File: src/rtl/uart_rx_pkg.sv
// Shared types and sizing helpers for the UART receive path.
//   rx_state_t  : receiver FSM states
//   DEF_*       : default build parameters
//   cnt_width() : counter width able to index n values (minimum 1)
//   TICK_CNT_W / BIT_CNT_W : counter widths for the default build
package uart_rx_pkg;

    typedef enum logic [2:0] {
        IDLE,
        START,
        DATA,
        STOP,
        WAIT_IDLE
    } rx_state_t;

    localparam int unsigned DEF_OVERSAMPLE = 16;
    localparam int unsigned DEF_DATA_BITS  = 8;
    localparam int unsigned DEF_FIFO_DEPTH = 4;

    function automatic int unsigned cnt_width(input int unsigned n);
        return (n <= 2) ? 1 : $clog2(n);
    endfunction

    localparam int unsigned TICK_CNT_W = cnt_width(DEF_OVERSAMPLE);
    localparam int unsigned BIT_CNT_W  = cnt_width(DEF_DATA_BITS);

endpackage

File: src/rtl/uart_rx_fifo.sv
// Show-ahead receive FIFO with wrap-around pointers and an occupancy count.
//   clk_i, rst_i : clock, asynchronous active-high reset
//   push_i/data_i: write request and data; accepted when not full or when
//                  a pop happens in the same cycle
//   pop_i        : remove head; ignored while empty
//   data_o       : head entry, forced to 0 while empty
//   full_o       : all entries occupied
//   empty_o      : no entries
module uart_rx_fifo
    import uart_rx_pkg::*;
#(
    parameter int unsigned WIDTH = DEF_DATA_BITS,
    parameter int unsigned DEPTH = DEF_FIFO_DEPTH
) (
    input  logic             clk_i,
    input  logic             rst_i,
    input  logic             push_i,
    input  logic [WIDTH-1:0] data_i,
    input  logic             pop_i,
    output logic [WIDTH-1:0] data_o,
    output logic             full_o,
    output logic             empty_o
);

    localparam int unsigned PTR_W = cnt_width(DEPTH);

    logic [PTR_W-1:0] wr_ptr_q;
    logic [PTR_W-1:0] rd_ptr_q;
    logic [PTR_W:0]   count_q;
    logic [WIDTH-1:0] mem_q [DEPTH];
    logic             push_ok;
    logic             pop_ok;

    assign empty_o = (count_q == '0);
    assign full_o  = (count_q == (PTR_W+1)'(DEPTH));

    // A pop frees the slot a same-cycle push needs when full.
    assign pop_ok  = pop_i && !empty_o;
    assign push_ok = push_i && (!full_o || pop_ok);

    assign data_o  = empty_o ? '0 : mem_q[rd_ptr_q];

    always_ff @(posedge clk_i or posedge rst_i) begin
        if (rst_i) begin
            wr_ptr_q <= '0;
            rd_ptr_q <= '0;
            count_q  <= '0;
        end else begin
            if (push_ok) wr_ptr_q <= wr_ptr_q + 1'b1;
            if (pop_ok)  rd_ptr_q <= rd_ptr_q + 1'b1;
            case ({push_ok, pop_ok})
                2'b10:   count_q <= count_q + 1'b1;
                2'b01:   count_q <= count_q - 1'b1;
                default: count_q <= count_q;
            endcase
        end
    end

    always_ff @(posedge clk_i) begin
        if (push_ok) mem_q[wr_ptr_q] <= data_i;
    end

endmodule

File: src/rtl/uart_rx_mac.sv
// UART receiver: 2-flop rx synchronizer, oversampled 8N1 framing FSM,
// receive FIFO and good-byte / framing-error counters.
//   system_clock   : single clock domain
//   rst            : asynchronous active-high reset
//   sample_enable  : one-cycle strobe at OVERSAMPLE x baud
//   rx             : async serial input, idles high
//   rd_en          : pop FIFO head (ignored while rd_valid=0)
//   clear_counters : sync clear of byte_count, err_count, overflow
//   rd_data        : FIFO head, valid while rd_valid=1
//   rd_valid       : FIFO not empty
//   frame_error    : one-cycle pulse after a stop bit sampled low
//   overflow       : sticky, a received byte was dropped on a full FIFO
//   busy           : FSM not idle
//   byte_count     : good bytes received, wraps
//   err_count      : framing errors, saturates
module uart_rx_mac
    import uart_rx_pkg::*;
#(
    parameter int unsigned OVERSAMPLE = DEF_OVERSAMPLE,
    parameter int unsigned DATA_BITS  = DEF_DATA_BITS,
    parameter int unsigned FIFO_DEPTH = DEF_FIFO_DEPTH
) (
    input  logic                 system_clock,
    input  logic                 rst,
    input  logic                 sample_enable,
    input  logic                 rx,
    input  logic                 rd_en,
    input  logic                 clear_counters,
    output logic [DATA_BITS-1:0] rd_data,
    output logic                 rd_valid,
    output logic                 frame_error,
    output logic                 overflow,
    output logic                 busy,
    output logic [15:0]          byte_count,
    output logic [7:0]           err_count
);

    // Counters are never narrower than in the default build.
    localparam int unsigned TICK_W = (cnt_width(OVERSAMPLE) > TICK_CNT_W) ?
                                     cnt_width(OVERSAMPLE) : TICK_CNT_W;
    localparam int unsigned BIT_W  = (cnt_width(DATA_BITS) > BIT_CNT_W) ?
                                     cnt_width(DATA_BITS) : BIT_CNT_W;

    localparam logic [TICK_W-1:0] HALF_LAST = TICK_W'(OVERSAMPLE/2 - 1);
    localparam logic [TICK_W-1:0] BIT_LAST  = TICK_W'(OVERSAMPLE - 1);
    localparam logic [BIT_W-1:0]  LAST_BIT  = BIT_W'(DATA_BITS - 1);

    logic                 rx_meta_q;
    logic                 rx_s_q;
    rx_state_t            state_q, state_d;
    logic [TICK_W-1:0]    tick_q, tick_d;
    logic [BIT_W-1:0]     bit_q, bit_d;
    logic [DATA_BITS-1:0] shreg_q, shreg_d;
    logic [15:0]          byte_count_q, byte_count_d;
    logic [7:0]           err_count_q, err_count_d;
    logic                 overflow_q, overflow_d;
    logic                 frame_error_q;
    logic                 push_w;
    logic                 ferr_w;
    logic                 drop_w;
    logic                 fifo_full;
    logic                 fifo_empty;

    // Synchronizer flops reset to the idle line level.
    always_ff @(posedge system_clock or posedge rst) begin
        if (rst) begin
            rx_meta_q <= 1'b1;
            rx_s_q    <= 1'b1;
        end else begin
            rx_meta_q <= rx;
            rx_s_q    <= rx_meta_q;
        end
    end

    // FSM state register.
    always_ff @(posedge system_clock or posedge rst) begin
        if (rst) state_q <= IDLE;
        else     state_q <= state_d;
    end

    // Tick/bit counters and shift register.
    always_ff @(posedge system_clock or posedge rst) begin
        if (rst) begin
            tick_q  <= '0;
            bit_q   <= '0;
            shreg_q <= '0;
        end else begin
            tick_q  <= tick_d;
            bit_q   <= bit_d;
            shreg_q <= shreg_d;
        end
    end

    // Next-state logic; everything advances only on sample_enable.
    always_comb begin
        state_d = state_q;
        tick_d  = tick_q;
        bit_d   = bit_q;
        shreg_d = shreg_q;
        if (sample_enable) begin
            unique case (state_q)
                IDLE: begin
                    if (!rx_s_q) begin
                        state_d = START;
                        tick_d  = '0;
                    end
                end
                START: begin
                    if (tick_q == HALF_LAST) begin
                        tick_d  = '0;
                        bit_d   = '0;
                        state_d = rx_s_q ? IDLE : DATA;
                    end else begin
                        tick_d = tick_q + 1'b1;
                    end
                end
                DATA: begin
                    if (tick_q == BIT_LAST) begin
                        tick_d  = '0;
                        // LSB arrives first and ends up at bit 0 after the last shift.
                        shreg_d = {rx_s_q, shreg_q[DATA_BITS-1:1]};
                        bit_d   = bit_q + 1'b1;
                        if (bit_q == LAST_BIT) state_d = STOP;
                    end else begin
                        tick_d = tick_q + 1'b1;
                    end
                end
                STOP: begin
                    if (tick_q == BIT_LAST) begin
                        tick_d  = '0;
                        state_d = rx_s_q ? IDLE : WAIT_IDLE;
                    end else begin
                        tick_d = tick_q + 1'b1;
                    end
                end
                WAIT_IDLE: begin
                    if (rx_s_q) state_d = IDLE;
                end
                default: state_d = IDLE;
            endcase
        end
    end

    // Output decode: push or framing error on the mid-stop sample.
    always_comb begin
        push_w = 1'b0;
        ferr_w = 1'b0;
        busy   = (state_q != IDLE);
        if (sample_enable && (state_q == STOP) && (tick_q == BIT_LAST)) begin
            push_w = rx_s_q;
            ferr_w = !rx_s_q;
        end
    end

    uart_rx_fifo #(
        .WIDTH (DATA_BITS),
        .DEPTH (FIFO_DEPTH)
    ) u_fifo (
        .clk_i   (system_clock),
        .rst_i   (rst),
        .push_i  (push_w),
        .data_i  (shreg_q),
        .pop_i   (rd_en),
        .data_o  (rd_data),
        .full_o  (fifo_full),
        .empty_o (fifo_empty)
    );

    // A pop on a full FIFO makes room, so only an unpaired push is dropped.
    assign drop_w = push_w && fifo_full && !(rd_en && !fifo_empty);

    always_comb begin
        byte_count_d = byte_count_q;
        err_count_d  = err_count_q;
        overflow_d   = overflow_q;
        if (clear_counters) begin
            byte_count_d = '0;
            err_count_d  = '0;
            overflow_d   = 1'b0;
        end else begin
            if (push_w) byte_count_d = byte_count_q + 1'b1;
            if (ferr_w && (err_count_q != '1)) err_count_d = err_count_q + 1'b1;
            if (drop_w) overflow_d = 1'b1;
        end
    end

    always_ff @(posedge system_clock or posedge rst) begin
        if (rst) begin
            byte_count_q  <= '0;
            err_count_q   <= '0;
            overflow_q    <= 1'b0;
            frame_error_q <= 1'b0;
        end else begin
            byte_count_q  <= byte_count_d;
            err_count_q   <= err_count_d;
            overflow_q    <= overflow_d;
            frame_error_q <= ferr_w;
        end
    end

    assign rd_valid    = !fifo_empty;
    assign frame_error = frame_error_q;
    assign overflow    = overflow_q;
    assign byte_count  = byte_count_q;
    assign err_count   = err_count_q;

endmodule

File: config.mk
export PLATFORM = sky130hd
export DESIGN_NAME = uart_rx_mac
export DESIGN_NICKNAME = d
export VERILOG_FILES = /design/src/rtl/uart_rx_pkg.sv /design/src/rtl/uart_rx_fifo.sv /design/src/rtl/uart_rx_mac.sv
export SDC_FILE = /design/constraint.sdc
export NUM_CORES = 1
export LEC_CHECK = 0
export BUFFER_PORTS_ARGS = -buffer_cell sky130_fd_sc_hd__buf_2
export CORE_MARGIN = 4
export CORE_UTILIZATION = 61
export CTS_BUF_LIST = sky130_fd_sc_hd__clkbuf_8
export CTS_CLUSTER_DIAMETER = 80
export DETAILED_ROUTE_END_ITERATION = 6
export PLACE_DENSITY = 0.86
export SETUP_SLACK_MARGIN = 0.2
export SLEW_MARGIN = 15
export SYNTH_ARGS = -nofsm -noshare
export SYNTH_HDL_FRONTEND = slang
export SYNTH_SLANG_ARGS = --single-unit
File: constraint.sdc
create_clock -name system_clock -period 4.37 [get_ports system_clock]
set_input_delay 0.2185 -clock system_clock [delete_from_list [all_inputs] [get_ports system_clock]]
set_output_delay 0.2185 -clock system_clock [all_outputs]
set_load 0.01 [all_outputs]
# == Yosys cells after proc, flatten, opt, wreduce, memory -nomap -nowiden ==
# Memories as Yosys holds them, arrays and structs flattened.
# Cells that the tools add are included.
# op_classes
reduce_logical,26
n_eq_ne,17
muxes,28
add_sub_neg,8
# ops
cell,count
2-to-1 mux 16 bit,2
2-to-1 mux 3 bit,9
2-to-1 mux 8 bit,3
"adder 16 x 1 -> 16 bit, second input constant",1
case mux 3 bit (5 select lines),1
2-to-1 mux 4 bit,3
"inequality test 2 bit, second input constant",6
case mux 3 bit (2 select lines),2
case mux 4 bit (3 select lines),1
nonzero test 2 bit,5
"equality test 3 bit, second input constant",3
"adder 8 x 1 -> 8 bit, second input constant",1
"inequality test 8 bit, second input constant",1
logical AND 1 bit,7
AND reduction 7 bit,1
"adder 3 x 1 -> 3 bit, second input constant",2
"equality test 3 x 2 -> 1 bit, second input constant",2
zero test 3 bit,2
2-to-1 mux 1 bit,6
AND reduction 3 bit,2
nonzero test 3 bit,2
"adder 2 x 1 -> 2 bit, second input constant",2
"adder 4 x 1 -> 4 bit, second input constant",1
"equality test 4 x 3 -> 1 bit, second input constant",1
other kinds (10),13
# totals
wordCells,93
ram_bits,32
register_bits,53
out_inout_bits,36
mem_count,1
# memory_table
memory,depth,word_bits,rd,rd_ports_with_merged_regs,wr,line_no,rtl
u_fifo.mem_q,4,8,1,0,1,uart_rx_fifo.sv:30,logic [WIDTH-1:0] mem_q [DEPTH];

# == Longest topological paths before layout ==
# Gate-level depths: netlist (run 1).
# logic_depth
word_depth,8
depth_mapped,11

# == Modules after synthesis ==
# A second synthesis (run 1) with hierarchy kept.
# hier_totals
cells_unflattened,318
hier_area_um2,3932.5
# modules_own_cells
module,area_per_inst_um2,cells_per_inst,n_inst
uart_rx_mac,2283.4,227,1
uart_rx_fifo,1649.1,91,1

# == Least setup slack after synthesis (run 1) ==
# Ideal clock, no wire load.
# synth_path
kind,register -> register
start,reg tick_q[0]
end,reg u_fifo.count_q[2]
arrival_ns,2.185
stages_incl_launch_ff,12
synth_period_minus_slack_ns,2.310
n_path_buf,1
path_slack_ns,2.060
setup_ns,0.125
required_ns,4.245
cell_sequence,dfrtp_1 > ha_1 > nand4b_4 > buf_2 > nor3_1 > inv_1 > ha_1 > inv_1 > fa_1 > xor2_1 > nor2_1 > xor2_1
# synth_between
elab_chain_len,6
# synth_lines
element,line_no,rtl
from (decl),uart_rx_mac.sv:51,"logic [TICK_W-1:0] tick_q, tick_d;"
from (signal assigned),uart_rx_mac.sv:88,tick_q <= tick_d;
equality test 4 bit (*),uart_rx_mac.sv:149,if (sample_enable && (state_q == STOP) && (tick_q == BIT_LAST)) begin
logical AND 1 bit (*),uart_rx_mac.sv:149,
2-to-1 mux 1 bit (*),uart_rx_mac.sv:149,
logical AND 1 bit (*),uart_rx_fifo.sv:39,assign push_ok = push_i && (!full_o || pop_ok);
equality test 2 x 1 -> 1 bit / equality test 2 bit (equally long branches),uart_rx_fifo.sv:51,"case ({push_ok, pop_ok})"
case mux 3 bit (2 select lines) / nonzero test 2 bit (equally long branches),--,
to (signal assigned),uart_rx_fifo.sv:52,2'b10: count_q <= count_q + 1'b1;
to (signal assigned),uart_rx_fifo.sv:53,2'b01: count_q <= count_q - 1'b1;
to (signal assigned),uart_rx_fifo.sv:54,default: count_q <= count_q;
to (decl),uart_rx_fifo.sv:29,logic [PTR_W:0] count_q;
# Mark *: on every way between the ends. The rest lies on a longest branch, timed or not.
# A chain may end at the register's enable or synchronous reset.

# == Final worst setup path (run 1) ==
# layout_path
start,reg state_q[1]
end,reg u_fifo.count_q[2]
# layout_between
elab_chain_len,7
# layout_lines
element,line_no,rtl
from (decl),uart_rx_mac.sv:50,"rx_state_t state_q, state_d;"
from (signal assigned),uart_rx_mac.sv:78,else state_q <= state_d;
equality test 3 x 2 -> 1 bit (*),uart_rx_mac.sv:149,
logical AND 1 bit (*) (2 in a row),uart_rx_mac.sv:149,
2-to-1 mux 1 bit (*),uart_rx_mac.sv:149,
logical AND 1 bit (*),uart_rx_fifo.sv:39,
equality test 2 x 1 -> 1 bit / equality test 2 bit (equally long branches),uart_rx_fifo.sv:51,
case mux 3 bit (2 select lines) / nonzero test 2 bit (equally long branches),--,
# Marked as above.

==> impl_metrics.yaml, run 1 <==
outcome:
  status: "finished, final reports clean"
route:
  drt_pre_antenna_iters: 4
  viasPerCell: 5.76
  wl_um: 7020
  drc: 0
  postRouteAntennaNets: 0
  drt_iter0_markers: 173
  drt-wirelength-per-cell_um: 16.1
  vias: 2517
sta:
  fin_worst_hold_slack_ps: 38.4
  slew_violations: 0
  clock_skew_ps: 8.28
  finalCritPeriodShare_pct: 61.1
  relSlewSlack_pct: 45.0
  hold_viol: 0
  timing.fmax_mhz: 375
  setup_tns_ps: 0
  rsz0062_at_grt: "no"
  worst_slew_pin_slew_ps: 819
  period_needed_ps: 2670
  setup_ws_ps: 1700
  setup_viol: 0
synth:
  synth_adder_area_share_pct: 3.70
  synth_area_leader_cell: "dfrtp_1"
  ys_top_cells_by_area: "dfrtp_1 33%, edfxtp_1 25%, mux4_2 4.6%, ha_1 3.2%, xnor2_1 3.1%"
  synth_top_cell_area_share_pct: 32.6
  post_synth_xor_area_fraction_pct: 3.80
  synth-simple-area-share_pct: 15.8
  synth_cell_types: 47
  syn_inst: 316
  synth_area_mm2: 0.00392
  synth_edf_count: 32
  synth_warnings: 0
  synth_ff_type: "dfrtp_1"
  synth-seq-cells: 85
  async_flop_share_pct: 62.4
  ys_seq_area_share_pct: 58.4
  synthTopCellsByCount: "51 x dfrtp_1, 32 x edfxtp_1, 26 x nor2_1"
  avgSynthCellArea_um2: 12.4
  synth.net_count: 333
  synth_most_common_cell: "dfrtp_1"
  synth_mux_area_share_pct: 8.24
  synth_top_family_by_area: "simple AND/OR/NAND/NOR gates"
  synth_compound_area_share_pct: 7.06
finish:
  finalNonFillerCells: 437
  fillers: 411
  nNetsFinal: 374
  drive_above_1_share_pct: 23.2
  area_growth_pct: 11.1
  diodes: 0
global_route:
  grt-busiest-layer: "met2"
  grt_usage_pct: 19.9
  grt_antenna_before_repair: 0
  grt_max_degree: 54
  grt_util_met3_pct: 3.48
  grt_pass1_vias: 2410
  grt_overflow_total: 0
  grt_pass1_wl_um: 11700
  grt_use_met1_pct: 27.9
  grtUsageMet2_pct: 31.1
power:
  powerDensity_mw_per_mm2: 444
  ir_drop_mv: 0.254
  totalPowerFinal_uw: 1930
  leakagePower_uw: 0.00185
clock_tree:
  clock_sinks: 85
  cts_buffers: 9
  clk_path_buf_depth: 2
  postCtsSetupRepairBufs: 0
  clkLatencyLatePin_ps: 350
  cts_tree: "yes"
  clockRootBuffer: "clkbuf_8"
  clk_pin_slew_ps: 90
  htreeDepth: 3
worst_setup_path:
  path_class: "reg2reg"
  cp-start-kind: "flip-flop"
  end_kind: "flip-flop"
  crit_fanout: 13
  worstPathRequired_ps: 4610
  crit_arrival_ps: 2910
floorplan:
  die_h_um: 88.1
  rows: 28
  die_area_mm2: 0.00777
  ioPinCount: 42
  die-width_um: 88.1
  core-area_mm2: 0.00606
  start_util_pct: 64.6
placement:
  port_buffers: 41
  gp_congestion: 0.854
  detailed_place_hpwl_um: 4710
  pre_cts_ws_ps: 1700
  dp.cells: 420
min_path:
  hp-class: "in2async"
job:
  drv_cap: 0
==> power by group <==
part | switching (uW) | internal [uW] | total (uW)
Combinational | 192 | 221 | 413
Clock | 287 | 208 | 495
Sequential | 119 | 904 | 1020
==> cell type report <==
| class | instances | area, um2 | share of cell area, % |
|---|---|---|---|
| Tap cell | 75 | 93.8 | 2.16 |
| Multi-Input combinational cell | 203 | 1510 | 34.8 |
| Sequential cell | 85 | 2290 | 52.6 |
| Clock inverter | 7 | 51.3 | 1.18 |
| Clock buffer | 9 | 124 | 2.85 |
| Timing Repair Buffer | 43 | 223 | 5.12 |
| Inverter | 15 | 56.3 | 1.29 |
==> worst max-delay path, stage by stage, from the launching register on <==
cell,delay (ps)
dfrtp_1,570
nand4_1,400
nor3_1,690
inv_1,100
ha_1,230
inv_1,70
fa_1,170
xor2_1,140
nor2_1,70
xor2_1,140
==> worst paths after layout <==
kind | end | start | cells past startpoint | slack (ps)
min in group system_clock | state_q[2] | sample_enable | 2 | 170
max in group asynchronous | tick_q[1] | rst | 3 | 3890
worst min-delay path | byte_count[13] | rst | 3 | 40
worst max-delay path | u_fifo.count_q[2] | state_q[1] | 9 | 1700
worst min register to register | rx_s_q | rx_meta_q | 0 | 360
worst max register to register | u_fifo.count_q[2] | state_q[1] | 9 | 1700
==> routing by layer <==
metal,share of wire (%),routed length (um)
met1,45,3170
met2,50,3510
met3,3.9,276
met4,0.98,69
met5,0,0
==> registers in the layout, summed over array words and instances, names as in the netlist <==
name	flops
bit_q	3
u_fifo.count_q	3
shreg_q	8
tick_q	4
byte_count	16
err_count	8
u_fifo.mem_q	32
u_fifo.wr_ptr_q	2
u_fifo.rd_ptr_q	2
overflow	1
rx_s_q	1
rx_meta_q	1
state_q	3
frame_error	1
==> stage by stage <==
stage	cell area, um2	utilization [%]
3_3_place_gp	4170	68.7
3_5_place_dp	4170	68.7
2_1_floorplan	3920	-
6_report	4350	71.8
5_1_grt	4350	71.8
4_1_cts	4350	71.8
==> layout by cell type, fill, tap and decap left out, drive strengths merged, types with 7 or more instances in the layout <==
cell and count:
dfrtp 51, buf 42, edfxtp 32, nor2 26, a21oi 17, inv 16
xnor2 14, and2 13, nand2 12, nand3 11, mux2 10, ha 10
clkbuf 9, or3 8, o21ai 8, mux4 8, nor3 7
==> cells by family after synthesis <==
| group | after synthesis |
|---|---|
| AO/OA/AOI/OAI | 44 |
| XOR/XNOR | 17 |
| adder cells (fa/ha/maj) | 11 |
| buffers and inverters | 28 |
| flip-flops | 85 |
| multiplexers | 21 |
| AND/OR/NAND/NOR | 110 |
==> what timing repair did <==
action	4_1_cts	5_1_grt
hold buffers	1	0
gates resized for setup	0	0
endpoints found under the hold margin	1	0
Note: power is estimated with default switching activity, not from simulation.
==> run 2: changes to the inputs <==
==> constraint.sdc (replaced) <==
create_clock -name system_clock -period 2.6 [get_ports system_clock]
set_input_delay 0.13 -clock system_clock [delete_from_list [all_inputs] [get_ports system_clock]]
set_output_delay 0.13 -clock system_clock [all_outputs]
set_load 0.01 [all_outputs]
==> impl_metrics.yaml, run 2 (same netlist as run 1, synthesis figures left out) <==
outcome:
  status: "finished, final reports clean"
route:
  postRouteAntennaNets: 0
  wl_um: 7330
  vias: 2616
  drt_iter0_markers: 137
  drc: 0
  drt_pre_antenna_iters: 5
  drt-wirelength-per-cell_um: 16.6
  viasPerCell: 5.91
sta:
  timing.fmax_mhz: 447
  setup_ws_ps: 362
  rsz0062_at_grt: "no"
  slew_violations: 0
  finalCritPeriodShare_pct: 86.1
  fin_worst_hold_slack_ps: 90.2
  setup_tns_ps: 0
  hold_viol: 0
  clock_skew_ps: 14.8
  worst_slew_pin_slew_ps: 681
  period_needed_ps: 2240
  setup_viol: 0
  relSlewSlack_pct: 54.6
finish:
  final_area_mm2: 0.00445
  largest-register: "u_fifo.mem_q"
  diodes: 0
  final_cell_mix: "51 x dfrtp_1, 41 x buf_2, 32 x edfxtp_1"
  nNetsFinal: 380
  area_growth_pct: 13.7
  drive_above_1_share_pct: 24.2
  largest_register_ffs: 32
  finalNonFillerCells: 443
  final_common_cell: "dfrtp_1"
floorplan:
  start_util_pct: 64.6
  die_area_mm2: 0.00777
  ioPinCount: 42
  die_h_um: 88.1
  core-area_mm2: 0.00606
  rows: 28
  die-width_um: 88.1
clock_tree:
  cts-resized-gates: 0
  cts_tree: "yes"
  clkLatencyLatePin_ps: 360
  clockRootBuffer: "clkbuf_8"
  clock_sinks: 85
  cts_buffers: 9
  clk_path_buf_depth: 2
  clk_pin_slew_ps: 90
  htreeDepth: 3
placement:
  dp.cells: 425
  place_area_mm2: 0.00420
  gp_congestion: 0.749
  detailed_place_hpwl_um: 5010
  port_buffers: 41
  pre_cts_ws_ps: 378
power:
  ir_drop_mv: 0.635
  leakagePower_uw: 0.00191
  powerDensity_mw_per_mm2: 784
worst_setup_path:
  r2r_slack_ps: 360
  end_kind: "flip-flop"
  crit_fanout: 13
  cp-start-kind: "flip-flop"
  crit_arrival_ps: 2520
  worstPathRequired_ps: 2880
  path_class: "reg2reg"
job:
  drv_cap: 0
global_route:
  grt_max_degree: 54
  grt_overflow_total: 0
  grt_pass1_vias: 2623
  grt_usage_pct: 21.2
  grt_pass1_wl_um: 12500
  grt_antenna_before_repair: 0
min_path:
  hp-class: "in2reg"
run 2: cell count changes in the layout (fill, tap and decap cells not counted), sizes merged:
cell,previous run,this run
clkinvlp,3,1
bufinv,0,2
buf,42,47
clkinv,3,2
dlygate4sd3,1,2
clkbuf,9,10
run 2: report_power, final:
| group | leakage (uW) | internal (uW) | switching (uW) |
|---|---|---|---|
| clock network | 0.000113 | 573 | 473 |
| registers | 0.00102 | 1520 | 205 |
| logic | 0.000780 | 382 | 340 |
run 2: timing repair:
action,in CTS,in global routing
hold endpoints to repair,45,0
hold buffers,2,0
setup buffers,0,0
run 2: layout make-up:
| cell class | count | area (um2) |
|---|---|---|
| multi-input combinational | 203 | 1510 |
| fill | 419 | 1610 |
| clock buffer | 10 | 138 |
| sequential | 85 | 2290 |
| timing repair buffer | 49 | 270 |
| clock inverter | 6 | 93.8 |
| inverter | 15 | 56.3 |
| tap | 75 | 93.8 |
run 2: critical path: stages, from the launching register on:
cell and delay (ps):
dfrtp_1 580, nand4_1 310, or3_1 560, or4_1 560, a21oi_1 160
run 2: per-stage QoR:
step,utilization [%],total power (uW)
global route,73.5,3690
finish,73.5,3490
CTS,73.5,3530
detailed placement,69.3,2480
floorplan,-,2270
global placement,69.3,2420
run 2: worst paths after layout:
check	endpoint	cells after the start	startpoint
setup reg to reg	byte_count[15]	4	state_q[1]
hold / removal	state_q[2]	2	sample_enable
min in group asynchronous	shreg_q[3]	4	rst
setup / recovery	byte_count[15]	4	state_q[1]
hold reg to reg	rx_s_q	0	rx_meta_q
max in group asynchronous	err_count[4]	4	rst
run 2: routing by layer:
| metal | vias to the layer above | track usage [%] | share of wire, % |
|---|---|---|---|
| li1 | 1259 | - | - |
| met1 | 1288 | 27.5 | 44 |
| met2 | 59 | 36.1 | 51 |
| met3 | 10 | 3.20 | 3.8 |
| met4 | 0 | 8.24 | 1.7 |
| met5 | - | 0 | 0 |
